$ cat config.mk
export PLATFORM = sky130hd
export DESIGN_NAME = region_switch_ctrl_flat
export DESIGN_NICKNAME = d
export VERILOG_FILES = /design/src/rtl/region_switch_ctrl_pkg.sv /design/src/rtl/region_switch_ctrl_if.sv /design/src/rtl/region_switch_ctrl_gamepad_rx.sv /design/src/rtl/region_switch_ctrl.sv /design/src/flat_wrapper.sv
export SDC_FILE = /design/constraint.sdc
export NUM_CORES = 1
export LEC_CHECK = 0
export CORE_UTILIZATION = 25
export DETAILED_ROUTE_END_ITERATION = 12
export GPL_TIMING_DRIVEN = 0
export PLACE_DENSITY = 0.48
export RECOVER_POWER = 100
export SLEW_MARGIN = 20
export SYNTH_ARGS = -nofsm -noshare
export SYNTH_HDL_FRONTEND = slang
export SYNTH_SLANG_ARGS = --single-unit
$ cat constraint.sdc
create_clock -name clk -period 4 [get_ports clk]
set_clock_uncertainty 0.05 [all_clocks]
set_input_delay 1 -clock clk [delete_from_list [all_inputs] [get_ports clk]]
set_output_delay 1 -clock clk [all_outputs]
set_load 0.01 [all_outputs]
$ cat src/rtl/region_switch_ctrl_pkg.sv
// Shared types for the region switch controller: button bit map, FSM states, combo decode.
package region_switch_ctrl_pkg;

  localparam int unsigned BTN_W = 12;
  localparam int unsigned RW    = 2;

  localparam int unsigned BTN_B      = 0;
  localparam int unsigned BTN_Y      = 1;
  localparam int unsigned BTN_SELECT = 2;
  localparam int unsigned BTN_START  = 3;
  localparam int unsigned BTN_UP     = 4;
  localparam int unsigned BTN_DOWN   = 5;
  localparam int unsigned BTN_LEFT   = 6;
  localparam int unsigned BTN_RIGHT  = 7;
  localparam int unsigned BTN_A      = 8;
  localparam int unsigned BTN_X      = 9;
  localparam int unsigned BTN_L      = 10;
  localparam int unsigned BTN_R      = 11;

  typedef logic [BTN_W-1:0] buttons_t;
  typedef logic [RW-1:0]    region_t;

  typedef enum logic [2:0] {
    ST_IDLE,
    ST_ARM,
    ST_FIRE,
    ST_RST,
    ST_WAIT_REL
  } state_t;

  typedef enum logic [1:0] {
    DIR_UP,
    DIR_DOWN,
    DIR_LEFT,
    DIR_RIGHT
  } dir_t;

  typedef struct packed {
    logic valid;
    dir_t dir;
  } combo_t;

  // A combo needs every modifier held plus exactly one d-pad direction.
  function automatic combo_t decode_combo(buttons_t b, buttons_t mask);
    combo_t     c;
    logic [3:0] d;
    d       = {b[BTN_RIGHT], b[BTN_LEFT], b[BTN_DOWN], b[BTN_UP]};
    c.valid = ((b & mask) == mask) && $onehot(d);
    c.dir   = DIR_UP;
    if (d[1]) c.dir = DIR_DOWN;
    if (d[2]) c.dir = DIR_LEFT;
    if (d[3]) c.dir = DIR_RIGHT;
    return c;
  endfunction

endpackage

$ cat src/rtl/region_switch_ctrl_if.sv
// Pad, cartridge and status signals of the region switch controller.
interface region_switch_ctrl_if;
  import region_switch_ctrl_pkg::*;

  logic     gamepad_clk;
  logic     gamepad_latch;
  logic     gamepad_data;
  logic     cart_valid;
  region_t  cart_region;
  region_t  region_out;
  logic     auto_mode;
  logic     d4_en;
  logic     cic_reset;
  logic [1:0] led;

  modport master (
    output gamepad_clk, gamepad_latch, gamepad_data, cart_valid, cart_region,
    input  region_out, auto_mode, d4_en, cic_reset, led
  );

  modport slave (
    input  gamepad_clk, gamepad_latch, gamepad_data, cart_valid, cart_region,
    output region_out, auto_mode, d4_en, cic_reset, led
  );
endinterface

$ cat src/rtl/region_switch_ctrl_gamepad_rx.sv
// SNES pad serial receiver: synchronises the async pad lines and emits one 12-button frame per 16 clocks.
module region_switch_ctrl_gamepad_rx
  import region_switch_ctrl_pkg::*;
(
  input  logic     clk,
  input  logic     rst,
  input  logic     gamepad_clk,
  input  logic     gamepad_latch,
  input  logic     gamepad_data,
  output logic     frame_valid,
  output buttons_t buttons
);

  logic [2:0] clk_sync;
  logic [2:0] latch_sync;
  logic [1:0] data_sync;
  logic [4:0] bit_cnt;
  buttons_t   shift;
  logic       clk_rise;
  logic       latch_rise;

  assign clk_rise   = clk_sync[1]   & ~clk_sync[2];
  assign latch_rise = latch_sync[1] & ~latch_sync[2];

  // bit_cnt parks at 16 after a full frame so stray clocks cannot start a new one without a latch.
  always_ff @(posedge clk or posedge rst) begin
    if (rst) begin
      clk_sync    <= '0;
      latch_sync  <= '0;
      data_sync   <= '1;
      bit_cnt     <= 5'd16;
      shift       <= '0;
      buttons     <= '0;
      frame_valid <= 1'b0;
    end else begin
      clk_sync    <= {clk_sync[1:0], gamepad_clk};
      latch_sync  <= {latch_sync[1:0], gamepad_latch};
      data_sync   <= {data_sync[0], gamepad_data};
      frame_valid <= 1'b0;
      if (latch_rise) begin
        bit_cnt <= '0;
      end else if (clk_rise && bit_cnt < 5'd16) begin
        if (bit_cnt < 5'd12) shift[bit_cnt[3:0]] <= ~data_sync[1];
        bit_cnt <= bit_cnt + 5'd1;
        if (bit_cnt == 5'd15) begin
          frame_valid <= 1'b1;
          buttons     <= shift;
        end
      end
    end
  end

endmodule

$ cat src/rtl/region_switch_ctrl.sv
// Hold-to-confirm pad combo region selector with CIC reset pulse and D4 patch enable.
// Optional LED blink pattern: define REGION_SWITCH_LED_BLINK_EN.
module region_switch_ctrl
  import region_switch_ctrl_pkg::*;
#(
  parameter int unsigned NUM_REGIONS = 3,
  parameter buttons_t    COMBO_MASK  = 12'hC0C,
  parameter int unsigned HOLD_FRAMES = 60,
  parameter int unsigned RST_CYCLES  = 2000000,
  parameter int unsigned DEF_REGION  = 0
`ifdef REGION_SWITCH_LED_BLINK_EN
  ,
  parameter int unsigned CLK_HZ      = 21_477_272
`endif
) (
  input logic clk,
  input logic rst,
  region_switch_ctrl_if.slave bus
);

  localparam int unsigned HW = $clog2(HOLD_FRAMES + 1);
  localparam int unsigned PW = $clog2(RST_CYCLES + 1);
  localparam logic [HW-1:0] HOLD_MAX   = HW'(HOLD_FRAMES);
  localparam logic [PW-1:0] PULSE_LAST = PW'(RST_CYCLES - 1);
  localparam region_t LAST_REGION = region_t'(NUM_REGIONS - 1);
  localparam region_t DEF         = region_t'(DEF_REGION);

  logic     frame_valid;
  buttons_t buttons;
  combo_t   combo;

  state_t        state;
  dir_t          dir;
  logic [HW-1:0] hold_cnt;
  logic [PW-1:0] pulse_cnt;
  region_t       region_idx;
  region_t       region_eff;
  logic          auto_q;
  logic          d4_q;
  logic          cic_q;

  region_switch_ctrl_gamepad_rx rx (
    .clk          (clk),
    .rst          (rst),
    .gamepad_clk  (bus.gamepad_clk),
    .gamepad_latch(bus.gamepad_latch),
    .gamepad_data (bus.gamepad_data),
    .frame_valid  (frame_valid),
    .buttons      (buttons)
  );

  always_comb combo = decode_combo(buttons, COMBO_MASK);

  always_ff @(posedge clk or posedge rst) begin
    if (rst) begin
      state      <= ST_IDLE;
      dir        <= DIR_UP;
      hold_cnt   <= '0;
      pulse_cnt  <= '0;
      region_idx <= DEF;
      auto_q     <= 1'b0;
      d4_q       <= 1'b1;
      cic_q      <= 1'b0;
    end else begin
      case (state)
        ST_IDLE: if (frame_valid && combo.valid) begin
          state    <= ST_ARM;
          hold_cnt <= HW'(1);
          dir      <= combo.dir;
        end
        ST_ARM: begin
          if (hold_cnt >= HOLD_MAX) begin
            state <= ST_FIRE;
          end else if (frame_valid) begin
            if (combo.valid && combo.dir == dir) begin
              hold_cnt <= hold_cnt + 1'b1;
            end else begin
              state    <= ST_IDLE;
              hold_cnt <= '0;
            end
          end
        end
        ST_FIRE: begin
          hold_cnt <= '0;
          case (dir)
            DIR_RIGHT: begin
              region_idx <= (region_idx == LAST_REGION) ? '0 : region_idx + 1'b1;
              auto_q     <= 1'b0;
            end
            DIR_LEFT: begin
              region_idx <= (region_idx == '0) ? LAST_REGION : region_idx - 1'b1;
              auto_q     <= 1'b0;
            end
            DIR_UP:  auto_q <= ~auto_q;
            default: d4_q   <= ~d4_q;
          endcase
          if (dir == DIR_DOWN) begin
            state <= ST_WAIT_REL;
          end else begin
            state     <= ST_RST;
            cic_q     <= 1'b1;
            pulse_cnt <= '0;
          end
        end
        ST_RST: begin
          if (pulse_cnt == PULSE_LAST) begin
            cic_q <= 1'b0;
            state <= ST_WAIT_REL;
          end else begin
            pulse_cnt <= pulse_cnt + 1'b1;
          end
        end
        ST_WAIT_REL: if (frame_valid && (buttons & COMBO_MASK) == '0) state <= ST_IDLE;
        default: state <= ST_IDLE;
      endcase
    end
  end

  // Out-of-range cartridge codes fall back to the manual index.
  always_comb begin
    region_eff = region_idx;
    if (auto_q && bus.cart_valid && int'(bus.cart_region) < int'(NUM_REGIONS))
      region_eff = bus.cart_region;
  end

  assign bus.region_out = region_eff;
  assign bus.auto_mode  = auto_q;
  assign bus.d4_en      = d4_q;
  assign bus.cic_reset  = cic_q;

`ifdef REGION_SWITCH_LED_BLINK_EN
  localparam int unsigned QTR = (CLK_HZ / 4 > 0) ? CLK_HZ / 4 : 1;
  localparam int unsigned TW  = $clog2(QTR + 1);

  logic [TW-1:0] tick;
  logic [3:0]    step;
  logic [3:0]    steps_on;

  // Each quarter-second step alternates on/off for region+1 blinks, then four dark steps.
  always_comb steps_on = {1'b0, region_eff, 1'b0} + 4'd2;

  always_ff @(posedge clk or posedge rst) begin
    if (rst) begin
      tick <= '0;
      step <= '0;
    end else if (tick == TW'(QTR - 1)) begin
      tick <= '0;
      step <= (step >= steps_on + 4'd3) ? '0 : step + 4'd1;
    end else begin
      tick <= tick + 1'b1;
    end
  end

  assign bus.led = {auto_q, (step < steps_on) && !step[0]};
`else
  assign bus.led = region_eff;
`endif

endmodule

$ cat src/flat_wrapper.sv
// flat-port wrapper written by rule: the top's interface ports become plain ports
module region_switch_ctrl_flat import region_switch_ctrl_pkg::*;
#(
  parameter int unsigned NUM_REGIONS = 3,
  parameter buttons_t    COMBO_MASK  = 12'hC0C,
  parameter int unsigned HOLD_FRAMES = 60,
  parameter int unsigned RST_CYCLES  = 2000000,
  parameter int unsigned DEF_REGION  = 0

)
  (clk, rst, bus_gamepad_clk, bus_gamepad_latch, bus_gamepad_data, bus_cart_valid, bus_cart_region, bus_region_out, bus_auto_mode, bus_d4_en, bus_cic_reset, bus_led);
  region_switch_ctrl_if bus_i ();
  input logic clk;
  input logic rst;
  input wire logic [$bits(bus_i.gamepad_clk)-1:0] bus_gamepad_clk;
  input wire logic [$bits(bus_i.gamepad_latch)-1:0] bus_gamepad_latch;
  input wire logic [$bits(bus_i.gamepad_data)-1:0] bus_gamepad_data;
  input wire logic [$bits(bus_i.cart_valid)-1:0] bus_cart_valid;
  input wire logic [$bits(bus_i.cart_region)-1:0] bus_cart_region;
  output wire logic [$bits(bus_i.region_out)-1:0] bus_region_out;
  output wire logic [$bits(bus_i.auto_mode)-1:0] bus_auto_mode;
  output wire logic [$bits(bus_i.d4_en)-1:0] bus_d4_en;
  output wire logic [$bits(bus_i.cic_reset)-1:0] bus_cic_reset;
  output wire logic [$bits(bus_i.led)-1:0] bus_led;
  assign bus_i.gamepad_clk = bus_gamepad_clk;
  assign bus_i.gamepad_latch = bus_gamepad_latch;
  assign bus_i.gamepad_data = bus_gamepad_data;
  assign bus_i.cart_valid = bus_cart_valid;
  assign bus_i.cart_region = bus_cart_region;
  assign bus_region_out = bus_i.region_out;
  assign bus_auto_mode = bus_i.auto_mode;
  assign bus_d4_en = bus_i.d4_en;
  assign bus_cic_reset = bus_i.cic_reset;
  assign bus_led = bus_i.led;
  region_switch_ctrl #(.NUM_REGIONS(NUM_REGIONS), .COMBO_MASK(COMBO_MASK), .HOLD_FRAMES(HOLD_FRAMES), .RST_CYCLES(RST_CYCLES), .DEF_REGION(DEF_REGION)) u_core (.clk(clk), .rst(rst), .bus(bus_i));
endmodule
# Word level (Yosys, flattened, before mapping)
# Cells that the tools add are included.
# word_totals
output_inout_bits	7
reg_bits	75
# classes
order_cmp	6
n_eq_ne	22
n_reduce_logical	29
bitwise_logic	9
n_mux	35
addsub	8
# ops
cell	count
$mux 21	2
$pmux 21 s2	1
$mux 6	4
$add 21x1->21 const B	1
$eq 21x21->1 const B	1
$mux 3	7
$pmux 6 s3	1
$pmux 3 s5	1
$bwmux 12	1
$logic_not 12->1	1
$reduce_and 3->1	4
$mux 2	5
$mux 5	2
$logic_and 1x1->1	8
$ne 2x2->1 const B	4
$reduce_and 2->1	4
$reduce_bool 2->1	4
$mux 1	7
$not 1->1	7
$add 6x1->6 const B	1
$eq 2x2->1 const B	3
$eq 3x1->1 const B	2
$eq 3x2->1 const B	2
$ge 6x6->1 const B	1
other kinds (28)	35

# Logic depth before layout (Yosys ltp)
# depth
word_depth	9
ltp_mapped	9
mapped_depth_nobuf	9

# Cells and area by module
# Synthesis repeated with hierarchy kept, for this count alone.
# unflattened
hier_cells	380
area_unflattened_um2	3891.2
# by_module_without_submodules
module	area_each_um2	n_inst	seq_area_each_um2	cells_each
region_switch_ctrl	2267.2	1	927.1	258
region_switch_ctrl_gamepad_rx	1624.1	1	954.7	122

# Worst setup path after synthesis
# No wires, ideal clock.
# synth_timing
path_kind	reg2reg
from	reg u_core.rx.buttons[7]
to	reg u_core.hold_cnt[3]
setup_time_ns	0.066
n_path_buf	0
required_ns	3.884
stages_incl_launch_ff	10
arrival_time_ns	2.600
slack_ns	1.284
path_cell_list	dfrtp_1 > inv_1 > ha_1 > ha_1 > fa_1 > nor4bb_1 > nand2_1 > a2111o_1 > a21oi_1 > a22o_1
# synth_via
elab_chain_cells	9
word_cells_on_any_way	14
# synth_lines
item	line	text
start, declared	region_switch_ctrl_gamepad_rx.sv:11	output buttons_t buttons
start signal, assigned	region_switch_ctrl_gamepad_rx.sv:47	buttons <= shift;
$add 1x1->2 (not written as such)	region_switch_ctrl_pkg.sv:48	c.valid = ((b & mask) == mask) && $onehot(d);
$add 3x3->3 (not written as such)	region_switch_ctrl_pkg.sv:48	
$eq 3x1->1	region_switch_ctrl_pkg.sv:48	
$logic_and 1x1->1	region_switch_ctrl_pkg.sv:48	
$logic_and 1x1->1	region_switch_ctrl.sv:75	if (combo.valid && combo.dir == dir) begin
$mux 6	region_switch_ctrl.sv:75	
$mux 6	region_switch_ctrl.sv:74	end else if (frame_valid) begin
$mux 6	region_switch_ctrl.sv:72	if (hold_cnt >= HOLD_MAX) begin
$pmux 6 s3	region_switch_ctrl.sv:65	case (state)
end signal, assigned	region_switch_ctrl.sv:76	hold_cnt <= hold_cnt + 1'b1;
end, declared	region_switch_ctrl.sv:34	logic [HW-1:0] hold_cnt;
# Parallel ways exist; a longest one is shown, timed or not. The select of a mux whose other input is x is not followed.
# A chain may end at the register's enable or synchronous reset.

# Worst setup path in the final report
# layout_timing
from	in bus_cart_valid
to	out bus_region_out[0]
# layout_via
elab_chain_cells	3
# layout_lines
item	line	text
start, declared	flat_wrapper.sv:18	input wire logic [$bits(bus_i.cart_valid)-1:0] bus_cart_valid;
$logic_and 1x1->1 (2 in a row)	region_switch_ctrl.sv:122	if (auto_q && bus.cart_valid && int'(bus.cart_region) < int'(NUM_REGIONS))
$mux 2	region_switch_ctrl.sv:122	
end, declared	flat_wrapper.sv:20	output wire logic [$bits(bus_i.region_out)-1:0] bus_region_out;
# No other way between the ends.

==> run summary <==
area of the die: 13800 um^2
area of placed instances: 3720 um^2
fraction of power consumed by the clock network: 49.6%
area used by multi-input combinational logic: 1480 um^2
setup violation total in the final timing report: 0
total power: 1550 uW
# fillers: 1345
DRT antenna net count: 0
flip-flop cell with the highest count after synthesis: sky130_fd_sc_hd__dfrtp_1
buffers inserted by post-CTS timing repair: 0
Port Buffer Count: 14
maximum ir drop on the vdd rail: 0.271 mV
number of H-tree branching levels: 3
total global routing overflow: 0
worst hold margin: 0.299 ns
fin nets: 384
number of flip-flops and latches in the synthesized netlist: 67
post-detailed-route wirelength per cell: 12.3 um
initial core utilization: 26.1%
clock latency at the later pin of the worst-skew pair: 0.34 ns
peak fanout along the critical path: 2
post-DR vias/cell: 4.67
clock slew seen by the registers of the worst setup and hold paths: 0.05 ns
Post-CTS Hold Buffers: 0
TritonCTS clock tree: yes
Layout Cell Area excl Fill: 3960 um^2
width of the chip: 118 um
number of placement rows: 41
switching share of power: 22.4%
Synth Net Count: 358
type of origin of the critical path: input port
combinational share of power: 4.3%
Sequential Power Share: 46.1%
Synth cell types: 60
global-route wire length before repair: 11800 um
Ant. Diodes: 0
Final Max Slew Viols: 0
final critical-path share of the clock period: 90.2%
capturing element type of the critical path: output port
type of the setup path with the least slack: input port to output port
fraction of the yosys area taken by sequential cells: 50.3%
vias post-DR: 2510
clock sinks: 67
number of warning messages in the yosys log: 0
Least-Margin Pin Slew: 1.34 ns
Initial DRT Pass Iterations: 4
area of the core region: 12800 um^2
instance count of the mapped netlist: 335
PD cells: 392 nW/um^2
number of violations of the max-capacitance limit: 0
net switching power figure: 348 uW
number of design rule violations left after detail routing: 0
largest net degree at the start of global routing: 38
maximum count of clock buffers along a single path: 2
async set-or-reset flop fraction in the synthesized netlist: 100%
overall track demand over capacity in global routing: 10.7%
top achievable clock speed: 277 MHz
Crit path arrival time: 2.56 ns
type of the tightest min-delay check: flop to flop
vertical extent of the die: 118 um
final hold viol count: 0
clock buffer count from CTS: 9
number of flops mapped to enable cells by yosys: 0
min cycle time layout: 3.61 ns
Worst EP required: 2.95 ns
count of cells resized by post-cts repair: 0
leak pwr: 0.00174 uW
unrepaired setup endpoints after global routing: false
final routed wirelength across all metal layers: 6600 um
internal power consumption: 1210 uW
Avg Synthesized Cell Area: 9.99 um^2
cell at the root of the clock tree: sky130_fd_sc_hd__clkbuf_16
area grow syn2layout: 18.4%
DP Wirelength: 4530 um
I/O pin total: 15
Cell Count Post-Placement: 522
non-filler instance count after layout: 538
Sequential Area: 1680 um^2
Max transition margin: 9.86%
initial DRC count: 74
proportion of layout cells with a drive suffix above 1: 9.02%
post-synth design cell area: 3350 um^2
antenna violations before repair: 0
number of global-route vias before repair: 2461
GPL Wtd Cong: 0.748
run status: finished clean
Post-Route Utilization: 30.9%
==> kinds of logic (layout without fill, tap and decap cells) <==
| logic type | Yosys count | count (layout) | share of synthesized area [%] |
|---|---|---|---|
| simple gates | 130 | 130 | 20.6 |
| compound gates | 74 | 74 | 14.1 |
| flops | 67 | 67 | 50.3 |
| buf+inv | 32 | 63 | 4.71 |
| fa+ha+maj | 15 | 15 | 5.83 |
| xor+xnor | 14 | 14 | 3.66 |
| mux | 3 | 3 | 0.898 |
==> registers in the layout, indices dropped and copies added, names as in the netlist <==
signal	count
u_core.bus.auto_mode	1
u_core.bus.cic_reset	1
u_core.bus.d4_en	1
u_core.dir	2
u_core.hold_cnt	6
u_core.pulse_cnt	21
u_core.region_idx	2
u_core.rx.bit_cnt	5
u_core.rx.buttons	8
u_core.rx.clk_sync	3
u_core.rx.data_sync	2
u_core.rx.frame_valid	1
u_core.rx.latch_sync	3
u_core.rx.shift	8
u_core.state	3
==> cells in the mapped netlist, drive strengths merged (4+ instances only) <==
| cell | number | area (um^2) |
|---|---|---|
| a21oi | 20 | 104 |
| o21ai | 24 | 131 |
| nand2 | 32 | 120 |
| nand3 | 12 | 60.1 |
| nor3 | 10 | 50.1 |
| or3 | 5 | 33.8 |
| nor2b | 5 | 31.3 |
| clkbuf | 7 | 36.3 |
| and3 | 6 | 37.5 |
| ha | 14 | 175 |
| nand4 | 8 | 50.1 |
| buf | 6 | 50.0 |
| o211ai | 4 | 30.0 |
| nor2 | 30 | 115 |
| dfstp | 4 | 105 |
| a31oi | 9 | 56.3 |
| dfrtp | 63 | 1580 |
| inv | 18 | 67.6 |
| xor2 | 5 | 43.8 |
| xnor2 | 9 | 78.8 |
==> power by group through the flow <==
stage          Sequential (uW)  Combinational (uW)  Clock (uW)
3_5_place_dp               729                72.2           0
2_1_floorplan              725                49.4           0
4_1_cts                    717                72.2         794
5_1_grt                    721                78.3         818
6_report                   717                66.2         771
3_3_place_gp               729                67.6           0
==> cells in the final DEF, fill, tap and decap left out, types with 2 or more instances in the layout <==
cell,n
sky130_fd_sc_hd__o211ai_1,4
sky130_fd_sc_hd__or4_1,2
sky130_fd_sc_hd__nor2b_1,5
sky130_fd_sc_hd__or3_2,2
sky130_fd_sc_hd__a41oi_1,3
sky130_fd_sc_hd__a31oi_1,9
sky130_fd_sc_hd__nor3_1,10
sky130_fd_sc_hd__clkinv_2,4
sky130_fd_sc_hd__nand3b_1,2
sky130_fd_sc_hd__nor2_1,30
sky130_fd_sc_hd__xor2_1,5
sky130_fd_sc_hd__a22o_1,3
sky130_fd_sc_hd__o31ai_1,3
sky130_fd_sc_hd__dlygate4sd3_1,11
sky130_fd_sc_hd__inv_1,17
sky130_fd_sc_hd__dfstp_2,4
sky130_fd_sc_hd__clkdlybuf4s50_1,3
sky130_fd_sc_hd__o21ai_0,24
sky130_fd_sc_hd__and4_1,2
sky130_fd_sc_hd__or4b_1,2
sky130_fd_sc_hd__or3_1,3
sky130_fd_sc_hd__nand2_1,32
sky130_fd_sc_hd__ha_1,14
sky130_fd_sc_hd__and3_1,6
sky130_fd_sc_hd__clkbuf_16,9
sky130_fd_sc_hd__or3b_2,2
sky130_fd_sc_hd__nor3b_1,3
sky130_fd_sc_hd__dfrtp_1,63
sky130_fd_sc_hd__xnor2_1,9
sky130_fd_sc_hd__a21oi_1,20
sky130_fd_sc_hd__clkbuf_1,9
sky130_fd_sc_hd__mux2i_1,3
sky130_fd_sc_hd__nand4_1,8
sky130_fd_sc_hd__buf_4,2
sky130_fd_sc_hd__nand3_1,12
==> cell type report <==
class	count	share of cell area (%)
sequential	67	42.5
multi-input combinational	236	37.4
clock buffer	10	5.78
tap	172	5.43
timing repair buffer	15	3.66
buffer	13	1.96
inverter	19	1.83
clock inverter	6	1.45
==> layer usage <==
layer	track usage [%]	wire, um	part of all wire [%]
met1	13.8	3210	49
met2	16.4	3110	47
met3	3.63	189	2.9
met4	4.33	93	1.4
met5	0	0	0
==> through the flow <==
| stage | setup WS, ns | setup TNS, ns |
|---|---|---|
| after floorplan | 1.27 | 0 |
| after detailed placement | 0.456 | 0 |
| after global placement | -0.0177 | -0.828 |
| after global routing | 0.318 | 0 |
| after CTS | 0.450 | 0 |
| final | 0.393 | 0 |
==> worst paths after layout <==
path / startpoint / endpoint / slack [ns] / cells past startpoint
worst max-delay path: bus_cart_valid / bus_region_out[0] / 0.39 / 7
worst min-delay path: u_core.rx.latch_sync[0]$_DFF_PP0_ / u_core.rx.latch_sync[1]$_DFF_PP0_ / 0.30 / 0
worst max register to register: u_core.pulse_cnt[8]$_DFFE_PP0P_ / u_core.pulse_cnt[3]$_DFFE_PP0P_ / 0.80 / 7
worst min register to register: u_core.rx.latch_sync[0]$_DFF_PP0_ / u_core.rx.latch_sync[1]$_DFF_PP0_ / 0.30 / 0
max in group asynchronous: rst / u_core.pulse_cnt[3]$_DFFE_PP0P_ / 1.07 / 3
min in group asynchronous: rst / u_core.rx.latch_sync[0]$_DFF_PP0_ / 1.36 / 2
==> critical path, cell delays in order <==
cell                              delay, ns
sky130_fd_sc_hd__clkdlybuf4s50_1       0.46
sky130_fd_sc_hd__nand2_1               0.07
sky130_fd_sc_hd__nor2_1                0.14
sky130_fd_sc_hd__nor2_1                0.05
sky130_fd_sc_hd__nor2_1                0.12
sky130_fd_sc_hd__buf_4                 0.12
sky130_fd_sc_hd__dlygate4sd3_1         0.59
(Power assumes the default switching activity.)
